`src/rtl/demux5b16_reg.sv`:
```
// demux5b16_reg -- registered 1-to-5 demultiplexer for datapath words.
//
// A write on I is steered into one of five holding registers (A..E) chosen
// by S. Each accepted write raises a one-cycle registered strobe (VA..VE)
// for its destination. Writes with an invalid select (5..7) leave the
// registers alone, set the sticky ERR flag and bump a saturating counter.
//
// Ports
//   CLK     in   1      system clock, rising edge
//   Reset   in   1      asynchronous active-high reset
//   CLR     in   1      synchronous clear of registers, strobes, ERR, ERRCNT
//   WE      in   1      write request
//   S       in   3      destination select: 0=A 1=B 2=C 3=D 4=E, 5..7 invalid
//   I       in   WIDTH  write data
//   A..E    out  WIDTH  holding registers
//   VA..VE  out  1      write strobes, high the cycle after their register updates
//   ERR     out  1      sticky invalid-select flag
//   ERRCNT  out  CNTW   saturating count of rejected writes
module demux5b16_reg #(
  parameter int WIDTH = 16,
  parameter int CNTW  = 4
) (
  input  logic             CLK,
  input  logic             Reset,
  input  logic             CLR,
  input  logic             WE,
  input  logic [2:0]       S,
  input  logic [WIDTH-1:0] I,
  output logic [WIDTH-1:0] A,
  output logic [WIDTH-1:0] B,
  output logic [WIDTH-1:0] C,
  output logic [WIDTH-1:0] D,
  output logic [WIDTH-1:0] E,
  output logic             VA,
  output logic             VB,
  output logic             VC,
  output logic             VD,
  output logic             VE,
  output logic             ERR,
  output logic [CNTW-1:0]  ERRCNT
);

  localparam int NDEST = 5;

  logic [WIDTH-1:0] hold_q [NDEST];
  logic [NDEST-1:0] strobe_q;
  logic [NDEST-1:0] sel;
  logic             bad_write;
  logic             err_q;
  logic [CNTW-1:0]  errcnt_q;
  logic             cnt_full;

  // Decode is gated by WE first so that an undefined S while idle can
  // never reach the write enables.
  always_comb begin
    sel       = '0;
    bad_write = 1'b0;
    if (WE) begin
      case (S)
        3'd0:    sel = 5'b00001;
        3'd1:    sel = 5'b00010;
        3'd2:    sel = 5'b00100;
        3'd3:    sel = 5'b01000;
        3'd4:    sel = 5'b10000;
        default: bad_write = 1'b1;
      endcase
    end
  end

  assign cnt_full = &errcnt_q;

  for (genvar g = 0; g < NDEST; g++) begin : g_hold
    always_ff @(posedge CLK or posedge Reset) begin
      if (Reset) begin
        hold_q[g] <= '0;
      end else if (CLR) begin
        hold_q[g] <= '0;
      end else if (sel[g]) begin
        hold_q[g] <= I;
      end
    end
  end

  // Strobes are a registered copy of the decode, so they follow the data
  // by exactly one cycle and stay high across back-to-back same-target writes.
  always_ff @(posedge CLK or posedge Reset) begin
    if (Reset) begin
      strobe_q <= '0;
    end else if (CLR) begin
      strobe_q <= '0;
    end else begin
      strobe_q <= sel;
    end
  end

  always_ff @(posedge CLK or posedge Reset) begin
    if (Reset) begin
      err_q    <= 1'b0;
      errcnt_q <= '0;
    end else if (CLR) begin
      err_q    <= 1'b0;
      errcnt_q <= '0;
    end else if (bad_write) begin
      err_q <= 1'b1;
      if (!cnt_full) begin
        errcnt_q <= errcnt_q + 1'b1;
      end
    end
  end

  assign A      = hold_q[0];
  assign B      = hold_q[1];
  assign C      = hold_q[2];
  assign D      = hold_q[3];
  assign E      = hold_q[4];
  assign VA     = strobe_q[0];
  assign VB     = strobe_q[1];
  assign VC     = strobe_q[2];
  assign VD     = strobe_q[3];
  assign VE     = strobe_q[4];
  assign ERR    = err_q;
  assign ERRCNT = errcnt_q;

endmodule

```
`config.mk`:
```
export PLATFORM = sky130hd
export DESIGN_NAME = demux5b16_reg
export DESIGN_NICKNAME = d
export VERILOG_FILES = /design/src/rtl/demux5b16_reg.sv
export SDC_FILE = /design/constraint.sdc
export NUM_CORES = 1
export LEC_CHECK = 0
export BUFFER_PORTS_ARGS = -buffer_cell sky130_fd_sc_hd__clkbuf_2
export CAP_MARGIN = 40
export CELL_PAD_IN_SITES_DETAIL_PLACEMENT = 0
export CELL_PAD_IN_SITES_GLOBAL_PLACEMENT = 1
export CORE_UTILIZATION = 36
export DETAILED_ROUTE_END_ITERATION = 10
export PLACE_DENSITY = 0.82
export SLEW_MARGIN = 10
export SYNTH_ARGS = -nofsm -noshare
export SYNTH_HDL_FRONTEND = slang
export SYNTH_SLANG_ARGS = --single-unit
```
`constraint.sdc`:
```
create_clock -name CLK -period 2.9 [get_ports CLK]
set_clock_uncertainty 0.05 [all_clocks]
set_input_delay 0.725 -clock CLK [delete_from_list [all_inputs] [get_ports CLK]]
set_output_delay 0.725 -clock CLK [all_outputs]
set_load 0.05 [all_outputs]
```
# Word level (Yosys, flattened, before mapping)
# Cells that the tools add are included.
dict set report op_classes {
  n_addsub 1
  multipliers 0
  div_mod_pow 0
  magnitude_cmp 0
  eq_ne 5
  shift 0
  muxes 20
  bitwise 0
  reduce_logical 10
}
# operator count
set op_table {}
lappend op_table {{$mux W16} 10}
lappend op_table {{$pmux W5 S5} 1}
lappend op_table {{$mux W4} 3}
lappend op_table {{$reduce_bool A2 Y1} 6}
lappend op_table {{$mux W5} 2}
lappend op_table {{$eq A3 B2 Y1 const B} 2}
lappend op_table {{$reduce_or A5 Y1} 1}
lappend op_table {{$add A4 B1 Y4 const B} 1}
lappend op_table {{$mux W1} 4}
lappend op_table {{$reduce_and A4 Y1} 1}
lappend op_table {{$eq A3 B1 Y1 const B} 1}
lappend op_table {{$eq A3 B3 Y1 const B} 1}
lappend op_table {{$logic_not A3 Y1} 1}
lappend op_table {{$ne A2 B2 Y1 const B} 1}
lappend op_table {{$reduce_and A2 Y1} 1}
dict set report word_totals {
  regBits 90
  latchBits 0
  ramBits 0
  mem_bits_ro 0
  output_inout_bits 90
  wordCells 44
  n_memories 0
}

# Logic depth before layout (Yosys ltp)
# Gate-level depths: netlist of the first run.
dict set report logic_depth {
  ltp_word 6
  depth_mapped 6
  depth_no_buf 4
}

# Worst setup path after synthesis of the first run
# No wires, ideal clock.
dict set report synth_timing {
  kind {input port to flip-flop}
  start {in CLR}
  end {reg hold_q, in the netlist A[0]}
  setup_time_ns 0.065
  arrival_ns 1.780
  t_required_ns 2.785
  slack_ns 1.005
  stages 5
  path_buffers 2
  cell_sequence {or3b_1 > buf_6 > nor3_4 > buf_6 > a22o_2}
}
dict set report synth_between {
  elab_chain_cells 1
}
# item line_no
set synth_rtl {}
lappend synth_rtl {{start: declaration} 25} ;# input logic CLR,
lappend synth_rtl {{$mux W16 or $reduce_bool A2 Y1 (tied branches)} --}
lappend synth_rtl {{end signal: indexed assignment} 75} ;# hold_q[g] <= '0;
lappend synth_rtl {{end signal: indexed assignment} 77} ;# hold_q[g] <= '0;
lappend synth_rtl {{end signal: indexed assignment} 79} ;# hold_q[g] <= I;
lappend synth_rtl {{end: declaration} 45} ;# logic [WIDTH-1:0] hold_q [NDEST];
# Parallel ways exist; a longest one is shown, timed or not.
# A chain may end at the register's enable or synchronous reset.

# Worst setup path in the final report of the first run
dict set report layout_timing {
  start {in CLR}
  end {reg hold_q, in the netlist D[10]}
}
# Same word-level chain as after synthesis.

==> results.yml, run 1 <==
grt:
  grt_max_degree: 31
  antenna_found_initial: 0
  grtUsageTotal: 0.196
  first_global_vias: 2439
  grt_pass1_wl_um: 14200
  globalRoute.totalOverflow: 0
clock_tree:
  clk-insertion-delay-late_ns: 0.36
  post_cts_resized: 0
  clk_root_buffer_cell: "sky130_fd_sc_hd__clkbuf_8"
  cts.htree.levels: 3
  cts_hold_buffers: 0
  cts.path.max_buffers: 2
  cts_sinks: 90
  cts_made_buffers: 9
  cts_post_setup_buffers_inserted: 0
  clk_pin_slew_ns: 0.09
  cts_tree: "yes"
final_layout:
  utilization: 0.479
  layout_commonest_cell: "sky130_fd_sc_hd__clkbuf_2"
  leading_cell_types_in_the_layout_fill_and_taps_excluded: "112 x sky130_fd_sc_hd__clkbuf_2, 90 x sky130_fd_sc_hd__dfrtp_1, 66 x sky130_fd_sc_hd__a22o_1"
  final_net_count: 364
  final_layout_size_suffix_gt1_frac: 0.477
  antenna-diode-count: 0
  postLayoutCellArea_um2: 4260
  synthToLayoutAreaGrowth_pct: 26.8
setup_path:
  arrival_ns: 2.40
  crit_path_end_kind: "flop"
  critPathSlowestCell: "sky130_fd_sc_hd__nor3_4"
  r2r-start: "ERRCNT[0]$_DFFE_PP0P_"
  critical_path.max_fanout: 17
  timing.setup.critical_path_class: "in -> reg"
  crit_required_ns: 3.14
  critical_path.top_delay_family: "simple AND/OR/NAND/NOR gates"
  regToRegEndpoint: "ERRCNT[0]$_DFFE_PP0P_"
  cp_num_buf_inv: 1
  rr_worst_depth: 4
  timing.critical_path.cells: "clkbuf_2 > or3b_1 > nor3_4 > a22o_1"
  critical_path_s_largest_stage_delay_ns: 0.63
  critical_path.startpoint_type: "input pin"
  worst-r2r-setup-slack_ns: 1.48
sta:
  slew_viol_final: 0
  worst-slew-pin-transition_ns: 0.906
  grt_setup_unrepaired: "false"
  slew-limit-headroom: 0.394
  timing_hold_violations_final: 0
  post-route-min-period_ns: 2.16
  timing.setup.tns_ns: 0
  achievable-frequency_mhz: 462
  hold-worst-slack_ns: 0.356
  min_period_over_period: 0.746
  setup_viol: 0
logic_synthesis:
  number_of_storage_elements_in_the_synthesis_netlist: 90
  post_synth_edffs: 0
  synth_sequential_area_ratio: 0.671
  muxShareOfSynthArea: 0
  syn-cell-area_um2: 3360
  synth_simple_gate_area_share: 0.0447
  synth-compound-area-share: 0.245
  main_combinational_cell_family_by_area_after_synthesis: "compound AO/OA/AOI/OAI gates"
  syn_area_per_cell_um2: 15.3
  synthAdderAreaFrac: 0.00373
  synth_fp_nets: 244
  post_synth_inst_count: 220
  cell_variety_after_synth: 26
  synth_xor_xnor_area_share: 0
  ys.warnings.count: 0
  synthArstFlopShare: 1.00
  synthFlopType: "sky130_fd_sc_hd__dfrtp_1"
die:
  placement_rows: 34
  placeable_core_region_um2: 8890
  height_of_the_die_um: 98.6
  floorplan.initialDensity: 0.378
  fp.dieArea_um2: 9720
  die_w_um: 98.6
  io-pin-count: 113
status:
  status: "complete, no violations"
drt:
  totalWireLength_um: 9140
  drtAntennaViolNets: 0
  routed-via-count: 2498
  drcViolationCount: 0
  detail_route.wl_per_cell_um: 20.2
  detail_route.first_pass.iterations: 4
  routed_via_density: 5.53
  drt_first_iter_violations: 116
placed_design:
  dpl_cell_area_um2: 4060
  dp_hpwl_um: 6240
  gp_routability_congestion: 0.749
  port_buffers: 112
power:
  power.share.clock: 0.356
  power_total_mw: 2.44
  share_comb_of_total_power: 0.112
  peakVddDrop_mv: 0.250
  switchingPower_mw: 0.690
  power-per-cell-area_nw_per_um2: 572
  netSwitchingFraction: 0.283
  total_leakage_power_nw: 2.29
  cellInternalPower_mw: 1.75
  power.share.sequential: 0.532
run:
  max-cap-violations: 0
min_path:
  hold_path.class: "in -> async"
cell type report:
class / count / area [µm²]
clock buffers: 9 / 124
clock inverters: 6 / 72.6
fillers: 803 / 4630
inverters: 3 / 15.0
multi-input cells: 112 / 995
flip-flops and latches: 90 / 2250
well taps: 108 / 135
repair buffers: 124 / 663
kinds of logic after synthesis:
logic type | Yosys count
AND/OR/NAND/NOR | 17
AO/OA/AOI/OAI | 94
adder cells (fa/ha/maj) | 1
flip-flops | 90
buffers and inverters | 18
metal layers:
metal	vias to the layer above	routed length, µm	GRT usage
li1	1095	-	-
met1	1280	4310	0.271
met2	112	4110	0.301
met3	11	592	0.0525
met4	0	127	0.0666
met5	-	0	0
power by group through the flow:
stage	sequential, mW	clock (mW)	combinational (mW)
floorplan	1.41	0	0.0872
detailed placement	1.32	0	0.276
finish	1.30	0.868	0.272
global route	1.30	0.941	0.290
CTS	1.30	0.885	0.276
global placement	1.32	0	0.270
worst max path at each step:
| stage | from | to | depth (start not counted) |
|---|---|---|---|
| detailed placement | CLR | D[3]$_DFFE_PP0P_ | 4 |
| global route | CLR | D[10]$_DFFE_PP0P_ | 4 |
| finish | CLR | D[10]$_DFFE_PP0P_ | 4 |
| floorplan | CLR | A[0]$_DFFE_PP0P_ | 5 |
| CTS | CLR | D[10]$_DFFE_PP0P_ | 4 |
| global placement | CLR | D[8]$_DFFE_PP0P_ | 4 |
per-stage QoR:
stage | worst slack [ns] | instances
floorplan | 1.00 | 220
global placement | 0.429 | 437
detailed placement | 0.371 | 437
CTS | 0.728 | 452
global route | 0.656 | 452
finish | 0.737 | 452
synthesized netlist by cell type (2+ instances only):
| cell | count | area (µm²) |
|---|---|---|
| sky130_fd_sc_hd__a21oi_1 | 5 | 25.0 |
| sky130_fd_sc_hd__a22o_1 | 66 | 578 |
| sky130_fd_sc_hd__a22o_2 | 14 | 140 |
| sky130_fd_sc_hd__a31oi_2 | 3 | 37.5 |
| sky130_fd_sc_hd__and4b_1 | 2 | 20.0 |
| sky130_fd_sc_hd__buf_2 | 7 | 35.0 |
| sky130_fd_sc_hd__buf_4 | 2 | 15.0 |
| sky130_fd_sc_hd__buf_6 | 5 | 56.3 |
| sky130_fd_sc_hd__dfrtp_1 | 90 | 2250 |
| sky130_fd_sc_hd__inv_1 | 3 | 11.3 |
| sky130_fd_sc_hd__nor2_1 | 3 | 11.3 |
| sky130_fd_sc_hd__nor3_4 | 4 | 65.1 |
| sky130_fd_sc_hd__o21ai_0 | 2 | 10.0 |
| sky130_fd_sc_hd__or3_1 | 2 | 12.5 |
sequential cells by signal, indices dropped and copies added, names as in the netlist:
signal and count:
A 16, B 16, strobe_q 5, C 16
ERRCNT 4, D 16, E 16, ERR 1
Note: power is estimated with default switching activity, not from simulation.
==> inputs of run 2 (changes only) <==
==> constraint.sdc (replaced) <==
create_clock -name CLK -period 1.9 [get_ports CLK]
set_clock_uncertainty 0.05 [all_clocks]
set_input_delay 0.475 -clock CLK [delete_from_list [all_inputs] [get_ports CLK]]
set_output_delay 0.475 -clock CLK [all_outputs]
set_load 0.05 [all_outputs]
==> run 2 against run 1 <==
Compared with the run above: sequential share of layout area is 1.7 points lower; first-iteration DRC count is 41% lower; design area is 3.4% higher; via count is 0.96% lower; utilization is 1.6 points higher; final cell count is 2.2% higher; die area stayed put; non-clock buffer count is 9 higher; global-route usage is 0.87 points lower; sequential cell count stayed put; sequential power is 52% higher; largest cell class unchanged.
==> results.yml, run 2 (same netlist as run 1, synthesis figures left out) <==
drt:
  met1Wirelength_um: 4030
  drtAntennaViolNets: 0
  detailroute.wirelength.met2_um: 4130
  drt_first_iter_violations: 68
  routed-via-count: 2474
  routed.top_layer: "met4"
  detailroute.wirelength.met3_um: 461
  routed_via_density: 5.35
  totalWireLength_um: 8710
  drcViolationCount: 0
  detail_route.wl_per_cell_um: 18.9
  detail_route.first_pass.iterations: 4
setup_path:
  critical_path.top_delay_family: "flip-flops"
  arrival_ns: 1.06
  regToRegEndpoint: "ERRCNT[0]$_DFFE_PP0P_"
  rr_worst_depth: 4
  critPathSlowestCell: "sky130_fd_sc_hd__dfrtp_1"
  critPathLaunch: "ERRCNT[0]$_DFFE_PP0P_"
  timing.critical_path.cells: "clkbuf_2"
  worst-r2r-setup-slack_ns: 0.45
  critical_path.startpoint_type: "flop"
  timing.setup.critical_path_class: "reg -> out"
  crit_path_end_kind: "output port"
  cp_num_buf_inv: 1
  critical_path_s_largest_stage_delay_ns: 0.41
  critical_path.max_fanout: 5
  r2r-start: "ERRCNT[0]$_DFFE_PP0P_"
  crit_required_ns: 1.37
die:
  placement_rows: 34
  fp.dieArea_um2: 9720
  height_of_the_die_um: 98.6
  die_w_um: 98.6
  placeable_core_region_um2: 8890
  floorplan.initialDensity: 0.378
  io-pin-count: 113
clock_tree:
  cts_tree: "yes"
  clk-insertion-delay-late_ns: 0.34
  cts_post_setup_buffers_inserted: 0
  cts_hold_buffers: 0
  post_cts_resized: 0
  cts_sinks: 90
  cts_made_buffers: 9
  cts.path.max_buffers: 2
  clk_pin_slew_ns: 0.10
  clk_root_buffer_cell: "sky130_fd_sc_hd__clkbuf_8"
  cts.htree.levels: 3
status:
  status: "complete, no violations"
final_layout:
  leading_cell_types_in_the_layout_fill_and_taps_excluded: "112 x sky130_fd_sc_hd__clkbuf_2, 90 x sky130_fd_sc_hd__dfrtp_1, 66 x sky130_fd_sc_hd__a22o_1"
  layout_commonest_cell: "sky130_fd_sc_hd__clkbuf_2"
  antenna-diode-count: 0
  final_layout_size_suffix_gt1_frac: 0.492
  final_net_count: 373
  synthToLayoutAreaGrowth_pct: 31.0
  postLayoutCellArea_um2: 4400
  finish.cell_count_without_fillers: 462
  utilization: 0.495
sta:
  post-route-min-period_ns: 1.58
  worst-slew-pin-transition_ns: 0.483
  timing.setup.tns_ns: 0
  slew_viol_final: 0
  setup_viol: 0
  achievable-frequency_mhz: 631
  min_period_over_period: 0.834
  timing_hold_violations_final: 0
  grt_setup_unrepaired: "false"
  slew-limit-headroom: 0.678
grt:
  first_global_vias: 2530
  grt_max_degree: 91
  antenna_found_initial: 0
  grt_pass1_wl_um: 13900
  grtUsageTotal: 0.187
  globalRoute.totalOverflow: 0
placed_design:
  dpl_cell_area_um2: 4190
  dp_hpwl_um: 6060
  port_buffers: 112
  place_inst: 446
  gp_routability_congestion: 0.767
power:
  power-per-cell-area_nw_per_um2: 858
  total_leakage_power_nw: 2.36
  power_total_mw: 3.77
  peakVddDrop_mv: 0.327
run:
  max-cap-violations: 0
min_path:
  hold_path.class: "in -> async"
## run 2: cell types whose count changed in the layout (fill, tap and decap cells not counted), sizes merged
cell | before | now
buf | 12 | 21
clkbuf | 121 | 122
## run 2: stage by stage
stage / hold WS [ns] / setup WS, ns
6_report: 0.166 / 0.315
5_1_grt: 0.223 / 0.258
4_1_cts: 0.204 / 0.303
3_5_place_dp: 0.436 / 0.0991
3_3_place_gp: 0.435 / 0.126
2_1_floorplan: 0.558 / 0.255
## run 2: area by class of cell
class | count | area (µm²)
clock buffer | 10 | 138
clock inverter | 6 | 71.3
fill | 786 | 4490
inverter | 3 | 15.0
multi-input combinational | 112 | 995
sequential | 90 | 2250
tap | 108 | 135
timing repair buffer | 133 | 793
## run 2: worst max-delay path by stage
stage / end / cells past startpoint / slack, ns
after floorplan: A[0]$_DFFE_PP0P_ / 5 / 0.25
final: ERRCNT[0] / 1 / 0.32
after global placement: D[7]$_DFFE_PP0P_ / 5 / 0.13
after global routing: ERRCNT[0] / 1 / 0.26
after CTS: ERRCNT[2] / 1 / 0.30
after detailed placement: D[6]$_DFFE_PP0P_ / 5 / 0.1
## run 2: metal layers
| metal | vias up | track usage |
|---|---|---|
| met1 | 1270 | 0.254 |
| met5 | - | 0 |
| li1 | 1112 | - |
| met3 | 9 | 0.0440 |
| met4 | 0 | 0.0551 |
| met2 | 83 | 0.302 |
## run 2: where the power goes
part	total [mW]	switching [mW]	leakage, nW	internal [mW]
Clock	1.36	0.697	0.105	0.661
Combinational	0.436	0.320	1.01	0.117
Sequential	1.98	0.0256	1.25	1.95
==> inputs of run 3 (changes only) <==
--- a/config.mk
+++ b/config.mk
@@ -9,9 +9,9 @@
 export CAP_MARGIN = 40
 export CELL_PAD_IN_SITES_DETAIL_PLACEMENT = 0
 export CELL_PAD_IN_SITES_GLOBAL_PLACEMENT = 1
-export CORE_UTILIZATION = 36
+export CORE_UTILIZATION = 40
 export DETAILED_ROUTE_END_ITERATION = 10
-export PLACE_DENSITY = 0.82
+export PLACE_DENSITY = 0.86
 export SLEW_MARGIN = 10
 export SYNTH_ARGS = -nofsm -noshare
 export SYNTH_HDL_FRONTEND = slang
==> constraint.sdc (replaced) <==
create_clock -name CLK -period 1.55 [get_ports CLK]
set_clock_uncertainty 0.05 [all_clocks]
set_input_delay 0.3875 -clock CLK [delete_from_list [all_inputs] [get_ports CLK]]
set_output_delay 0.3875 -clock CLK [all_outputs]
set_load 0.05 [all_outputs]
==> run 3 against run 2 <==
Compared with the run above: non-clock buffer count is 8 higher; utilization is 4.8 points higher; die area is 9.8% lower; total power is 23% higher; global-route usage is 2.0 points higher; largest cell class unchanged; highest routed layer unchanged; first-iteration DRC count is 110% higher; clock power is 23% higher.
==> results.yml, run 3 (same netlist as run 1, synthesis figures left out) <==
placed_design:
  port_buffers: 112
  gp_routability_congestion: 0.831
  dp_hpwl_um: 6270
  dpl_cell_area_um2: 4220
setup_path:
  critical_path.startpoint_type: "flop"
  critical_path.top_delay_family: "flip-flops"
  crit_path_end_kind: "output port"
  timing.setup.critical_path_class: "reg -> out"
  critPathSlowestCell: "sky130_fd_sc_hd__dfrtp_2"
  critical_path_s_largest_stage_delay_ns: 0.40
  arrival_ns: 1.04
  critical_path.max_fanout: 5
  timing.critical_path.cells: "clkbuf_2"
  crit_required_ns: 1.11
  cp_num_buf_inv: 1
drt:
  drcViolationCount: 0
  totalWireLength_um: 8510
  detail_route.first_pass.iterations: 4
  routed-via-count: 2488
  drt_first_iter_violations: 144
  detail_route.wl_per_cell_um: 18.2
  drtAntennaViolNets: 0
  routed_via_density: 5.33
die:
  floorplan.initialDensity: 0.411
  height_of_the_die_um: 93.6
  io-pin-count: 113
  die_w_um: 93.6
  placeable_core_region_um2: 8180
  placement_rows: 33
  fp.dieArea_um2: 8770
clock_tree:
  clk_pin_slew_ns: 0.09
  cts.htree.levels: 3
  cts_tree: "yes"
  clk_root_buffer_cell: "sky130_fd_sc_hd__clkbuf_8"
  cts.path.max_buffers: 2
  clk-insertion-delay-late_ns: 0.35
  cts_sinks: 90
  cts_made_buffers: 9
final_layout:
  synthToLayoutAreaGrowth_pct: 32.2
  postLayoutCellArea_um2: 4440
  antenna-diode-count: 0
  utilization: 0.543
  leading_cell_types_in_the_layout_fill_and_taps_excluded: "110 x sky130_fd_sc_hd__clkbuf_2, 88 x sky130_fd_sc_hd__dfrtp_1, 66 x sky130_fd_sc_hd__a22o_1"
  final_layout_size_suffix_gt1_frac: 0.508
  layout_commonest_cell: "sky130_fd_sc_hd__clkbuf_2"
  final_net_count: 381
status:
  status: "complete, no violations"
grt:
  grt_pass1_wl_um: 13400
  first_global_vias: 2419
  globalRoute.totalOverflow: 0
  grt_max_degree: 71
  antenna_found_initial: 0
  grtUsageTotal: 0.208
min_path:
  hold_path.class: "in -> async"
sta:
  grt_setup_unrepaired: "false"
  setup_viol: 0
  slew_viol_final: 0
  hold-worst-slack_ns: 0.0510
  slew-limit-headroom: 0.441
  timing_hold_violations_final: 0
  post-route-min-period_ns: 1.48
  timing.setup.tns_ns: 0
  achievable-frequency_mhz: 677
  min_period_over_period: 0.952
  worst-slew-pin-transition_ns: 0.839
power:
  power_total_mw: 4.63
  power.share.sequential: 0.524
  total_leakage_power_nw: 2.40
  netSwitchingFraction: 0.285
  cellInternalPower_mw: 3.31
  power.share.clock: 0.360
  share_comb_of_total_power: 0.116
  switchingPower_mw: 1.32
  peakVddDrop_mv: 0.531
  power-per-cell-area_nw_per_um2: 1040
run:
  max-cap-violations: 0
-- run 3: repair_timing --
| item | CTS | global route |
|---|---|---|
| hold buffers | 0 | 0 |
| setup endpoints to repair | 0 | 2 |
| buffers inserted | 0 | 0 |
| gates resized for setup | 0 | 3 |
-- run 3: final cells by class --
class                      count  area, µm²
clock inverter                 7       87.6
inverter                       3       15.0
sequential                    90       2250
multi-input combinational    112       1030
tap                          105        131
fill                         688       3740
clock buffer                   9        124
timing repair buffer         141        793
-- run 3: metrics by stage --
stage	cells	setup WS, ns
6_report	467	0.0736
5_1_grt	467	0.0151
4_1_cts	467	0.0318
3_5_place_dp	451	-0.240
3_3_place_gp	451	-0.162
2_1_floorplan	220	-0.0300
-- run 3: path summary, 6_finish.rpt --
kind,startpoint,endpoint,slack (ns),cells past startpoint
hold reg to reg,E[10]$_DFFE_PP0P_,E[10]$_DFFE_PP0P_,0.46,1
setup reg to reg,ERRCNT[0]$_DFFE_PP0P_,ERRCNT[0]$_DFFE_PP0P_,0.11,4
max in group asynchronous,Reset,D[1]$_DFFE_PP0P_,1.09,3
setup / recovery,ERRCNT[0]$_DFFE_PP0P_,ERRCNT[0],0.07,1
hold / removal,Reset,B[11]$_DFFE_PP0P_,0.05,3
min in group CLK,I[15],E[15]$_DFFE_PP0P_,0.28,2
-- run 3: metal layers --
metal	GRT usage	up-vias	wire (µm)
met4	0.0872	0	169
met3	0.0374	13	542
met5	0	-	0
met2	0.318	94	3950
met1	0.291	1253	3840
li1	-	1128	-
-- run 3: power by group through the flow --
stage	registers (mW)	logic, mW	clock network, mW
finish	2.43	0.538	1.67
global route	2.43	0.576	1.80
detailed placement	2.47	0.544	0
global placement	2.47	0.535	0
CTS	2.43	0.544	1.69
floorplan	2.64	0.167	0
